--- src/rtl/uart_rom_loader.sv ---
// Boot loader: receives an A5-synced image over 8N1 UART, writes 32-bit words to the
// instruction ROM and holds the CPU in reset until the XOR checksum verifies.
module uart_rom_loader #(
  parameter int          CLKS_PER_BIT = 434,
  parameter int          ROM_DEPTH    = 256,
  parameter logic [31:0] BASE_ADDR    = 32'h0
) (
  input  logic        clk,
  input  logic        rst,
  input  logic        load_en_i,
  input  logic        uart_rx_i,
  output logic        w_en_o,
  output logic [31:0] w_addr_o,
  output logic [31:0] w_data_o,
  output logic [3:0]  w_sel_o,
  output logic        cpu_hold_o,
  output logic        done_o,
  output logic        err_o
);

  // state    | meaning
  // L_IDLE   | waiting for sync byte A5 (or bypass when load_en_i = 0)
  // L_LEN0   | expecting word count low byte
  // L_LEN1   | expecting word count high byte, range check
  // L_DATA   | packing bytes into words, one ROM write per word
  // L_CSUM   | expecting XOR checksum byte
  // L_DONE   | image verified, core released; terminal until rst
  // L_ERR    | framing/length/checksum error; a new A5 restarts at L_LEN0

  localparam int CW = $clog2(CLKS_PER_BIT);
  localparam logic [CW-1:0] FULL_BIT = CW'(CLKS_PER_BIT - 1);
  localparam logic [CW-1:0] HALF_BIT = CW'(CLKS_PER_BIT / 2 - 1);

  typedef enum logic [1:0] {RX_IDLE, RX_START, RX_DATA, RX_STOP} rx_state_t;
  typedef enum logic [2:0] {L_IDLE, L_LEN0, L_LEN1, L_DATA, L_CSUM, L_DONE, L_ERR} ld_state_t;

  logic            rx_s1_q, rx_s2_q, rx_prev_q;
  rx_state_t       rx_state_q, rx_state_d;
  logic [CW-1:0]   baud_q, baud_d;
  logic [2:0]      bit_q, bit_d;
  logic [7:0]      shift_q, shift_d;
  logic            rx_valid, frame_err;

  ld_state_t       ld_q, ld_d;
  logic [15:0]     n_q, n_d, k_q, k_d;
  logic [1:0]      bidx_q, bidx_d;
  logic [23:0]     word_q, word_d;
  logic [7:0]      csum_q, csum_d;
  logic            w_en_q, w_en_d;
  logic [3:0]      w_sel_q, w_sel_d;
  logic [31:0]     w_addr_q, w_addr_d, w_data_q, w_data_d;

  always_ff @(posedge clk or posedge rst) begin
    if (rst) begin
      rx_s1_q    <= 1'b1;
      rx_s2_q    <= 1'b1;
      rx_prev_q  <= 1'b1;
      rx_state_q <= RX_IDLE;
      baud_q     <= '0;
      bit_q      <= '0;
      shift_q    <= '0;
      ld_q       <= L_IDLE;
      n_q        <= '0;
      k_q        <= '0;
      bidx_q     <= '0;
      word_q     <= '0;
      csum_q     <= '0;
      w_en_q     <= 1'b0;
      w_sel_q    <= 4'h0;
      w_addr_q   <= BASE_ADDR;
      w_data_q   <= '0;
    end else begin
      rx_s1_q    <= uart_rx_i;
      rx_s2_q    <= rx_s1_q;
      rx_prev_q  <= rx_s2_q;
      rx_state_q <= rx_state_d;
      baud_q     <= baud_d;
      bit_q      <= bit_d;
      shift_q    <= shift_d;
      ld_q       <= ld_d;
      n_q        <= n_d;
      k_q        <= k_d;
      bidx_q     <= bidx_d;
      word_q     <= word_d;
      csum_q     <= csum_d;
      w_en_q     <= w_en_d;
      w_sel_q    <= w_sel_d;
      w_addr_q   <= w_addr_d;
      w_data_q   <= w_data_d;
    end
  end

  // Baud timer is a down-counter; every sample point is its terminal count.
  always_comb begin
    rx_state_d = rx_state_q;
    baud_d     = baud_q;
    bit_d      = bit_q;
    shift_d    = shift_q;
    rx_valid   = 1'b0;
    frame_err  = 1'b0;
    case (rx_state_q)
      RX_IDLE: begin
        if (rx_prev_q && !rx_s2_q) begin
          rx_state_d = RX_START;
          baud_d     = HALF_BIT;
        end
      end
      RX_START: begin
        if (baud_q == '0) begin
          if (!rx_s2_q) begin
            rx_state_d = RX_DATA;
            baud_d     = FULL_BIT;
            bit_d      = 3'd0;
          end else begin
            rx_state_d = RX_IDLE;
          end
        end else begin
          baud_d = baud_q - CW'(1);
        end
      end
      RX_DATA: begin
        if (baud_q == '0) begin
          shift_d = {rx_s2_q, shift_q[7:1]};
          baud_d  = FULL_BIT;
          if (bit_q == 3'd7) rx_state_d = RX_STOP;
          else               bit_d      = bit_q + 3'd1;
        end else begin
          baud_d = baud_q - CW'(1);
        end
      end
      RX_STOP: begin
        if (baud_q == '0) begin
          rx_valid   = rx_s2_q;
          frame_err  = !rx_s2_q;
          rx_state_d = RX_IDLE;
        end else begin
          baud_d = baud_q - CW'(1);
        end
      end
      default: rx_state_d = RX_IDLE;
    endcase
  end

  always_comb begin
    ld_d     = ld_q;
    n_d      = n_q;
    k_d      = k_q;
    bidx_d   = bidx_q;
    word_d   = word_q;
    csum_d   = csum_q;
    w_en_d   = 1'b0;
    w_sel_d  = 4'h0;
    w_addr_d = w_addr_q;
    w_data_d = w_data_q;
    case (ld_q)
      L_IDLE: begin
        if (!load_en_i) begin
          ld_d = L_DONE;
        end else if (rx_valid && shift_q == 8'hA5) begin
          ld_d   = L_LEN0;
          csum_d = 8'h00;
        end
      end
      L_LEN0: begin
        if (rx_valid) begin
          n_d    = {8'h00, shift_q};
          csum_d = csum_q ^ shift_q;
          ld_d   = L_LEN1;
        end
      end
      L_LEN1: begin
        if (rx_valid) begin
          n_d    = {shift_q, n_q[7:0]};
          csum_d = csum_q ^ shift_q;
          k_d    = 16'd0;
          bidx_d = 2'd0;
          if (n_d > 16'(ROM_DEPTH)) ld_d = L_ERR;
          else if (n_d == 16'd0)    ld_d = L_CSUM;
          else                      ld_d = L_DATA;
        end
      end
      L_DATA: begin
        if (rx_valid) begin
          csum_d = csum_q ^ shift_q;
          bidx_d = bidx_q + 2'd1;
          case (bidx_q)
            2'd0: word_d[7:0]   = shift_q;
            2'd1: word_d[15:8]  = shift_q;
            2'd2: word_d[23:16] = shift_q;
            default: begin
              w_en_d   = 1'b1;
              w_sel_d  = 4'hF;
              w_data_d = {shift_q, word_q};
              w_addr_d = BASE_ADDR + {14'b0, k_q, 2'b00};
              k_d      = k_q + 16'd1;
              if (k_q + 16'd1 == n_q) ld_d = L_CSUM;
            end
          endcase
        end
      end
      L_CSUM: begin
        if (rx_valid) ld_d = (shift_q == csum_q) ? L_DONE : L_ERR;
      end
      L_ERR: begin
        if (rx_valid && shift_q == 8'hA5) begin
          ld_d   = L_LEN0;
          csum_d = 8'h00;
        end
      end
      L_DONE:  ld_d = L_DONE;
      default: ld_d = L_IDLE;
    endcase
    if (frame_err && (ld_q inside {L_LEN0, L_LEN1, L_DATA, L_CSUM})) ld_d = L_ERR;
  end

  assign w_en_o     = w_en_q;
  assign w_sel_o    = w_sel_q;
  assign w_addr_o   = w_addr_q;
  assign w_data_o   = w_data_q;
  assign cpu_hold_o = (ld_q != L_DONE);
  assign done_o     = (ld_q == L_DONE);
  assign err_o      = (ld_q == L_ERR);

endmodule
--- config.mk ---
export PLATFORM = sky130hd
export DESIGN_NAME = uart_rom_loader
export DESIGN_NICKNAME = d
export VERILOG_FILES = /design/src/rtl/uart_rom_loader.sv
export SDC_FILE = /design/constraint.sdc
export NUM_CORES = 1
export LEC_CHECK = 0
export ABC_CLOCK_PERIOD_IN_PS = 5000
export CORE_MARGIN = 3
export CORE_UTILIZATION = 58
export CTS_CLUSTER_SIZE = 10
export DETAILED_ROUTE_END_ITERATION = 10
export DONT_BUFFER_PORTS = 1
export PLACE_DENSITY = 0.73
export REMOVE_ABC_BUFFERS = 1
export SLEW_MARGIN = 10
export SYNTH_ARGS = -nofsm -noshare
export SYNTH_HDL_FRONTEND = slang
export SYNTH_SLANG_ARGS = --single-unit
--- constraint.sdc ---
create_clock -name clk -period 5 [get_ports clk]
set_input_delay 1 -clock clk [delete_from_list [all_inputs] [get_ports clk]]
set_output_delay 1 -clock clk [all_outputs]
set_load 0.02 [all_outputs]
Yosys cells after proc, flatten, opt, wreduce, memory -nomap -nowiden --
Index checks and enable logic that the tools add are counted.
Storage, ports and cells: logic and storage cells 150, output and inout port bits 72, register bits 147, input bits 4
Operators by class: add/subtract/negate cells 4, order comparisons 1, eq/ne operators 37, muxes and demuxes 55, reductions and logical operators 30, bitwise operators 3
Operator list (count):
- 16-bit two-way mux | 5
- 16-bit case mux with 2 select lines | 2
- 3-bit two-way mux | 15
- 9-bit two-way mux | 5
- 9-bit case mux with 4 select lines | 1
- 3-bit AND reduction | 9
- 2-bit != test (second input constant) | 13
- 8-bit two-way mux | 3
- 8-bit case mux with 3 select lines | 1
- 3-bit case mux with 7 select lines | 1
- 2-bit two-way mux | 9
- 3-bit by 2-bit != test with 1-bit output (second input constant) | 6
- 16-bit by 1-bit adder with 16-bit output (second input constant) | 1
- 16-bit equality test | 1
- 16-bit by 9-bit > comparator with 1-bit output (second input constant) | 1
- 16-bit zero test | 1
- 3-bit equality test (second input constant) | 4
- 4-bit two-way mux | 3
- 5-bit AND reduction | 2
- 9-bit zero test | 1
- 9-bit by 1-bit subtractor with 9-bit output (second input constant) | 1
- 8-bit equality test | 1
- 8-bit equality test (second input constant) | 1
- 2-bit case mux with 4 select lines | 1
- 24 further kinds | 42

Longest topological paths before layout --
Gate-level depths: netlist (run 1).
word-level depth 8, gate-level depth with buffers 10, mapped depth without buffers 8

Worst setup path before layout (run 1) --
OpenSTA, ideal clock, no wires.
path type reg-to-output, start point reg ld_q[0], end point out err_o, required time 4000 ps, stages on the path, launching flop included 4, arrival time 1338 ps, path buffers 2, slack 2662 ps, cells stage by stage dfrtp_1 > clkbuf_1 > buf_1 > nor3_1
Between the ends: longest elaborated chain between the ends 1
Ends and longest elaborated chain:
- start, declared | line 44 | ld_state_t ld_q, ld_d;
- start signal, assigned | line 80 | ld_q <= ld_d;
- 3-bit equality test | line 222 | assign err_o = (ld_q == L_ERR);
- end, declared | line 18 | output logic err_o
No other way between the ends.

Final worst setup path (run 1) --
start point reg baud_q[0], end point reg w_data_q[15] (netlist: w_data_o[15])
Between the ends: longest elaborated chain between the ends 4
Ends and longest elaborated chain:
- start, declared | line 39 | logic [CW-1:0] baud_q, baud_d;
- start signal, assigned | line 77 | baud_q <= baud_d;
- 9-bit zero test | line 132 | if (baud_q == '0) begin
- 1-bit two-way mux | line 132
- 1-bit two-way mux | line 101 | case (rx_state_q)
- 3-bit AND reduction (no line)
- end signal, assigned | line 89 | w_data_q <= w_data_d;
- end, declared | line 51 | logic [31:0] w_addr_q, w_addr_d, w_data_q, w_data_d;
No other way between the ends. A chain may end at the register's enable or synchronous reset.

==> summary.md, run 1 <==
| Metric | Value |
|---|---|
| Status | `complete, no violations` |
| Antenna Nets Post-Route | `0` |
| Clock share of power | `40.9%` |
| # DRC | `0` |
| Multi-input logic area | `3440 sq um` |
| Netlist Area Pre-Place | `7400 sq um` |
| WP data arrival | `3.34 ns` |
| Initial antenna violation count | `0` |
| Stages on worst setup path | `10` |
| DRT iter0 DRCs | `380` |
| Crit path top cell by count | `buf_4` |
| Reg clk slew, reported paths | `0.06 ns` |
| Cell count after synthesis | `678` |
| RSZ-0062 raised after global routing | `no` |
| Worst rel slew slack | `33.8%` |
| Gate power share | `17.6%` |
| DRT Pass-1 Iters | `5` |
| CP Capture Type | `register` |
| Inst Count DP | `802` |
| Fraction of layout cells with a size suffix above 1 | `21.3%` |
| Crit path largest cell delay | `0.43 ns` |
| Resized cells post-CTS | `0` |
| Die Ht | `119 microns` |
| Final Skew | `0.00848 ns` |
| Final Slew Violations | `0` |
| GPL Wtd Cong | `0.862` |
| Worst slack, placed | `2.02 ns` |
| Finished Core Util | `64.9%` |
| Clock latency on the worst-skew pair | `0.42 ns` |
| Placed cell area | `7360 sq um` |
| Total number of vias | `5127` |
| Routed wire per std cell | `19.2 microns` |
| Hold Buf Count CTS | `0` |
| Worst Path Class, Setup | `register to register` |
| Sw frac | `30.9%` |
| Critical Path Start Type | `register` |
| Num ports | `76` |
| Sequential area share after synthesis | `48.4%` |
| P per Cell Area | `391 nW/um^2` |
| Most frequent cells in the layout | `140 x dfrtp_1, 79 x mux2_2, 48 x o21ai_0, 42 x nand2_1, 30 x nor2_1` |
| Non-Filler Cell Area, Final | `7950 sq um` |
| Fin. Hold Viols | `0` |
| Fin Setup TNS | `0 ns` |
| Post-Route WL | `16000 microns` |
| CTS Sinks | `143` |
| # rows | `40` |
| Final setup fails | `0` |
| Worst path cell trace | `inv_1 -> ha_1 -> nor4b_2 -> and2_1 -> nand4_2 -> buf_4 -> nor2_2 -> nand2_2 -> buf_4 -> mux2_4` |
| Max Buffers Root-to-Sink | `2` |
| CTS tree | `built` |
| Routed wl met3 | `791 microns` |
| Ys async rst share | `100%` |
| Mean post-synth cell area | `10.9 sq um` |
| F_max | `330 MHz` |
| First-pass GRT wire length | `26600 microns` |
| # port buffers | `0` |
| Int Pwr | `2150 uW` |
| Critical path peak fanout | `49` |
| Htree depth | `4` |
| Post-synth top flop | `dfrtp_1` |
| Min-delay worst type | `register to register` |
| Vias in the first global route | `5162` |
| Lkg Pwr | `0.00386 uW` |
| Critical path data required time | `5.31 ns` |
| CP max stage cell | `and2_1` |
| Crit path buffers/inverters | `3` |
| Post-synth EDFFs | `0` |
| Die width | `119 microns` |
| Fill cells | `957` |
| Commonest non-fill, non-tap cell in the layout | `dfrtp_1` |
| Post-CTS Setup Bufs | `0` |
| Final WS setup | `1.97 ns` |
| Final min period | `3.03 ns` |
| Met2 wire len | `7850 microns` |
| Worst Hold Depth | `0` |
| # diodes | `0` |
| Avg Vias per Cell | `6.15` |
| Yosys warnings | `0` |
| Die area | `14200 sq um` |
| Max Cap Viol | `0` |
| Post-route non-filler standard cell count | `834` |
| GRT Resource Usage Total | `23.6%` |
| Storage cell area | `3580 sq um` |
| Sequential power share | `41.5%` |
| Core area | `12300 sq um` |
| M1 wire length | `7060 microns` |
| Psw | `961 uW` |
| Top Layer Used | `met4` |
| Root buf cell | `clkbuf_16` |
| Max VDD drop | `0.313 mV` |
| Fin crit share | `60.6%` |
| Initial Util | `60.4%` |
| Distinct cells, synth | `69` |
| Reg2Reg Depth | `10` |
| Cell family with most CP delay | `simple AND/OR/NAND/NOR gates` |
| Worst Tran Pin Value | `0.993 ns` |
| Largest net degree at the start of global routing | `112` |
| Gr ovfl total | `0` |
| Final net count | `671` |
| Seq cells post-synth | `143` |
| Area delta synth->final | `7.44%` |
| Hpwl dp | `10500 microns` |
| Num CTS Buffers | `17` |
==> worst paths after layout <==
path	startpoint	to	slack, ns
min in group asynchronous	rst	w_sel_o[2]	0.67
worst min-delay path	rx_s1_q	rx_s2_q	0.36
max in group asynchronous	rst	csum_q[7]	3.32
worst min register to register	rx_s1_q	rx_s2_q	0.36
worst max-delay path	baud_q[0]	w_data_o[15]	1.97
worst max register to register	baud_q[0]	w_data_o[15]	1.97
==> sequential cells by signal, indices dropped and copies added, names as in the netlist, named ones only <==
name        cells
k_q            16
w_addr_o       16
ld_q            3
rx_prev_q       1
w_sel_o         1
csum_q          8
baud_q          9
shift_q         8
word_q         24
bidx_q          2
rx_state_q      1
rx_s2_q         1
bit_q           3
w_data_o       32
n_q            16
rx_s1_q         1
==> cells by family after synthesis <==
family	Yosys count	share of synthesized area (%)
and+or+nand+nor	169	12.7
buffers and inverters	86	5.88
xor gates and xnor gates	26	3.08
muxes	93	14.5
DFF	143	48.4
other	1	0.0507
adders and majority gates	14	2.37
AOI/OAI and AO/OA	146	13.0
==> cell usage after synthesis (12+ instances only) <==
library cell  number  area, sq um
clkbuf_1          25         93.8
xor2_1            18          158
ha_1              14          175
buf_2             15         75.1
a22oi_1           12         90.1
mux2_2            79          890
nand3_1           18         90.1
nand2_1           42          158
nor2_1            30          113
o21ai_0           48          240
dfrtp_1          140         3500
a21oi_1           20          100
buf_4             21          158
inv_1             21         78.8
nor3_1            16         80.1
==> final cells by class <==
class / instances / share of cell area [%]
clock buffers: 19 / 5.57
multi-input cells: 464 / 43.3
well taps: 168 / 2.64
repair buffers: 5 / 0.472
clock inverters: 13 / 1.90
flip-flops and latches: 143 / 45.0
inverters: 22 / 1.10
==> worst reg2reg max path, delay by kind of cell, from the launching register on <==
family,cells,cell delay [ns]
adders and majority gates,1,0.15
buffers and inverters,3,0.71
DFF,1,0.42
muxes,1,0.43
and+or+nand+nor,5,1.20
==> layer usage <==
layer / vias up / GRT usage (%)
met5: - / 0
met3: 25 / 5.37
met4: 0 / 8.91
li1: 2366 / -
met2: 145 / 37.9
met1: 2591 / 31.5
==> power by group through the flow <==
stage | clock (uW) | sequential (uW) | combinational, uW
finish | 1270 | 1290 | 548
global route | 1350 | 1300 | 614
global placement | 0 | 1310 | 522
floorplan | 0 | 1310 | 393
CTS | 1300 | 1290 | 544
detailed placement | 0 | 1310 | 542
==> through the flow <==
stage               total power (uW)  hold WS [ns]
floorplan                       1700         0.345
global placement                1830         0.347
detailed placement              1850         0.351
CTS                             3130         0.360
global route                    3260         0.362
finish                          3110         0.358
(Power assumes the default switching activity.)
==> inputs of run 2 (changes only) <==
ABC_CLOCK_PERIOD_IN_PS = 2800   (was 5000)
CORE_UTILIZATION = 64   (was 58)
PLACE_DENSITY = 0.77   (was 0.73)
clock period = 2.8 ns   (was 5 ns; I/O delays follow)
==> run 2 against run 1 <==
Highest routed layer unchanged. Cell count decreased by 1.3%. Sequential share of layout area decreased by 0.50 points. Via count increased by 0.78%. Clock-buffer cell count decreased by 2. Register-to-register slack got worse by 1.7 ns. Largest cell class unchanged. Largest power group unchanged. Sequential cell count unchanged.
==> summary.md, run 2 (synthesized netlist as in run 1, its figures left out) <==
| Metric | Value |
|---|---|
| Reg2Reg Depth | `7 (was 10)` |
| Hold Buf Count CTS | `0 (unchanged)` |
| Max reg flops | `32 (unchanged)` |
| Hpwl dp | `11100 microns (was 10500 microns)` |
| Die area | `12900 sq um (was 14200 sq um)` |
| Fraction of layout cells with a size suffix above 1 | `23.7% (was 21.3%)` |
| GPL Wtd Cong | `0.903 (was 0.862)` |
| # DRC | `0 (unchanged)` |
| Power, Total | `5510 uW (was 3110 uW)` |
| Core area | `11100 sq um (was 12300 sq um)` |
| Placed cell area | `7460 sq um (was 7360 sq um)` |
| Root buf cell | `clkbuf_16 (unchanged)` |
| Antenna Nets Post-Route | `0 (unchanged)` |
| Final setup fails | `0 (unchanged)` |
| # port buffers | `0 (unchanged)` |
| Max Cap Viol | `0 (unchanged)` |
| WP data arrival | `2.05 ns (was 3.34 ns)` |
| Final Skew | `0.00958 ns (was 0.00848 ns)` |
| Clock latency on the worst-skew pair | `0.43 ns (was 0.42 ns)` |
| Max Buffers Root-to-Sink | `2 (unchanged)` |
| Lkg Pwr | `0.00394 uW (was 0.00386 uW)` |
| Die width | `114 microns (was 119 microns)` |
| # diodes | `0 (unchanged)` |
| Hold slack final | `0.0858 ns (was 0.358 ns)` |
| DRT Pass-1 Iters | `5 (unchanged)` |
| Post-Route WL | `16200 microns (was 16000 microns)` |
| Status | `complete, no violations (unchanged)` |
| Avg Vias per Cell | `6.28 (was 6.15)` |
| Worst Path Class, Setup | `register to output port (was register to register)` |
| Initial antenna violation count | `0 (unchanged)` |
| Fill cells | `739 (was 957)` |
| CP Capture Type | `output port (was register)` |
| Final Slew Violations | `0 (unchanged)` |
| First-pass GRT wire length | `27300 microns (was 26600 microns)` |
| Total number of vias | `5167 (was 5127)` |
| Gr ovfl total | `0 (unchanged)` |
| Reg clk slew, reported paths | `0.06 ns (about the same)` |
| Max VDD drop | `0.524 mV (was 0.313 mV)` |
| Worst Tran Pin Value | `0.898 ns (was 0.993 ns)` |
| Num ports | `76 (unchanged)` |
| F_max | `383 MHz` |
| Initial Util | `66.8% (was 60.4%)` |
| Critical Path Start Type | `register (unchanged)` |
| Post-CTS Setup Bufs | `0 (unchanged)` |
| # rows | `38 (was 40)` |
| Most frequent cells in the layout | `139 x dfrtp_1, 79 x mux2_2, 48 x o21ai_0, 42 x nand2_1, 30 x nor2_1 (was 140 x dfrtp_1, 79 x mux2_2, 48 x o21ai_0, 42 x nand2_1, 30 x nor2_1)` |
| RSZ-0062 raised after global routing | `no (unchanged)` |
| Worst rel slew slack | `40.2% (was 33.8%)` |
| Largest net degree at the start of global routing | `71 (was 112)` |
| DRT iter0 DRCs | `437 (was 380)` |
| Htree depth | `4 (unchanged)` |
| CTS tree | `built (unchanged)` |
| Min-delay worst type | `primary input to async pin (was register to register)` |
| P per Cell Area | `684 nW/um^2 (was 391 nW/um^2)` |
| Fin. Hold Viols | `0 (unchanged)` |
| Routed wire per std cell | `19.7 microns (was 19.2 microns)` |
| Num CTS Buffers | `17 (unchanged)` |
| CTS Sinks | `143 (unchanged)` |
| Critical path peak fanout | `16 (was 49)` |
| Fin crit share | `93.2%` |
| Die Ht | `114 microns (was 119 microns)` |
| Vias in the first global route | `5356 (was 5162)` |
| Critical path data required time | `2.24 ns (was 5.31 ns)` |
| Commonest non-fill, non-tap cell in the layout | `dfrtp_1 (unchanged)` |
| Final min period | `2.61 ns` |
| GRT Resource Usage Total | `27.1% (was 23.6%)` |
| Final net count | `688 (was 671)` |
| Area delta synth->final | `8.67% (was 7.44%)` |
| Non-Filler Cell Area, Final | `8040 sq um (was 7950 sq um)` |
[run 2: worst max-delay path, stage by stage, from the launching register on]
cell and delay [ns]:
dfrtp_1 0.66, inv_1 0.37, nor2_1 0.28, nand2_1 0.12, inv_1 0.19
[run 2: area by class of cell]
type / count / area, sq um / area share [%]
tap: 140 / 175 / 2.18
clock buffer: 17 / 425 / 5.29
sequential: 143 / 3580 / 44.5
clock inverter: 15 / 151 / 1.88
multi-input combinational: 464 / 3440 / 42.8
timing repair buffer: 22 / 178 / 2.21
inverter: 22 / 87.6 / 1.09
[run 2: final timing paths]
kind | from | end | slack [ns]
setup / recovery | ld_q[0] | done_o | 0.19
min in group clk | uart_rx_i | rx_s1_q | 0.13
hold reg to reg | rx_s1_q | rx_s2_q | 0.36
hold / removal | rst | w_addr_o[2] | 0.09
setup reg to reg | k_q[1] | ld_q[0] | 0.23
max in group asynchronous | rst | rx_prev_q | 1.96
[run 2: power by group]
group          total, uW  internal, uW  leakage [uW]  switching (uW)
logic                991           352       0.00170             638
clock network       2180          1250      0.000278             935
registers           2330          2170       0.00196             163
total               5510          3770       0.00394            1740
[run 2: what timing repair did]
action                     in CTS  in global routing
hold endpoints to repair        0                  0
resized for setup               0                  2
setup endpoints to repair       0                  3
[run 2: per-layer routing]
| metal | share of wire [%] | wire (microns) | global-route usage (%) | vias to the layer above |
|---|---|---|---|---|
| met1 | 44 | 7060 | 34.5 | 2578 |
| met4 | 2.4 | 397 | 11.9 | 0 |
| met2 | 49 | 7910 | 43.9 | 147 |
| met3 | 5.2 | 842 | 7.00 | 34 |
| met5 | 0 | 0 | 0 | - |
| li1 | - | - | - | 2408 |
[run 2: stage by stage]
stage | instances | worst slack [ns] | util [%] | TNS [ns]
4_1_cts | 823 | 0.140 | 72.6 | 0
3_3_place_gp | 791 | 0.161 | 67.4 | 0
5_1_grt | 823 | 0.00795 | 72.6 | 0
3_5_place_dp | 791 | 0.153 | 67.4 | 0
2_1_floorplan | 629 | -1.59 | - | -234.59
6_report | 823 | 0.189 | 72.6 | 0
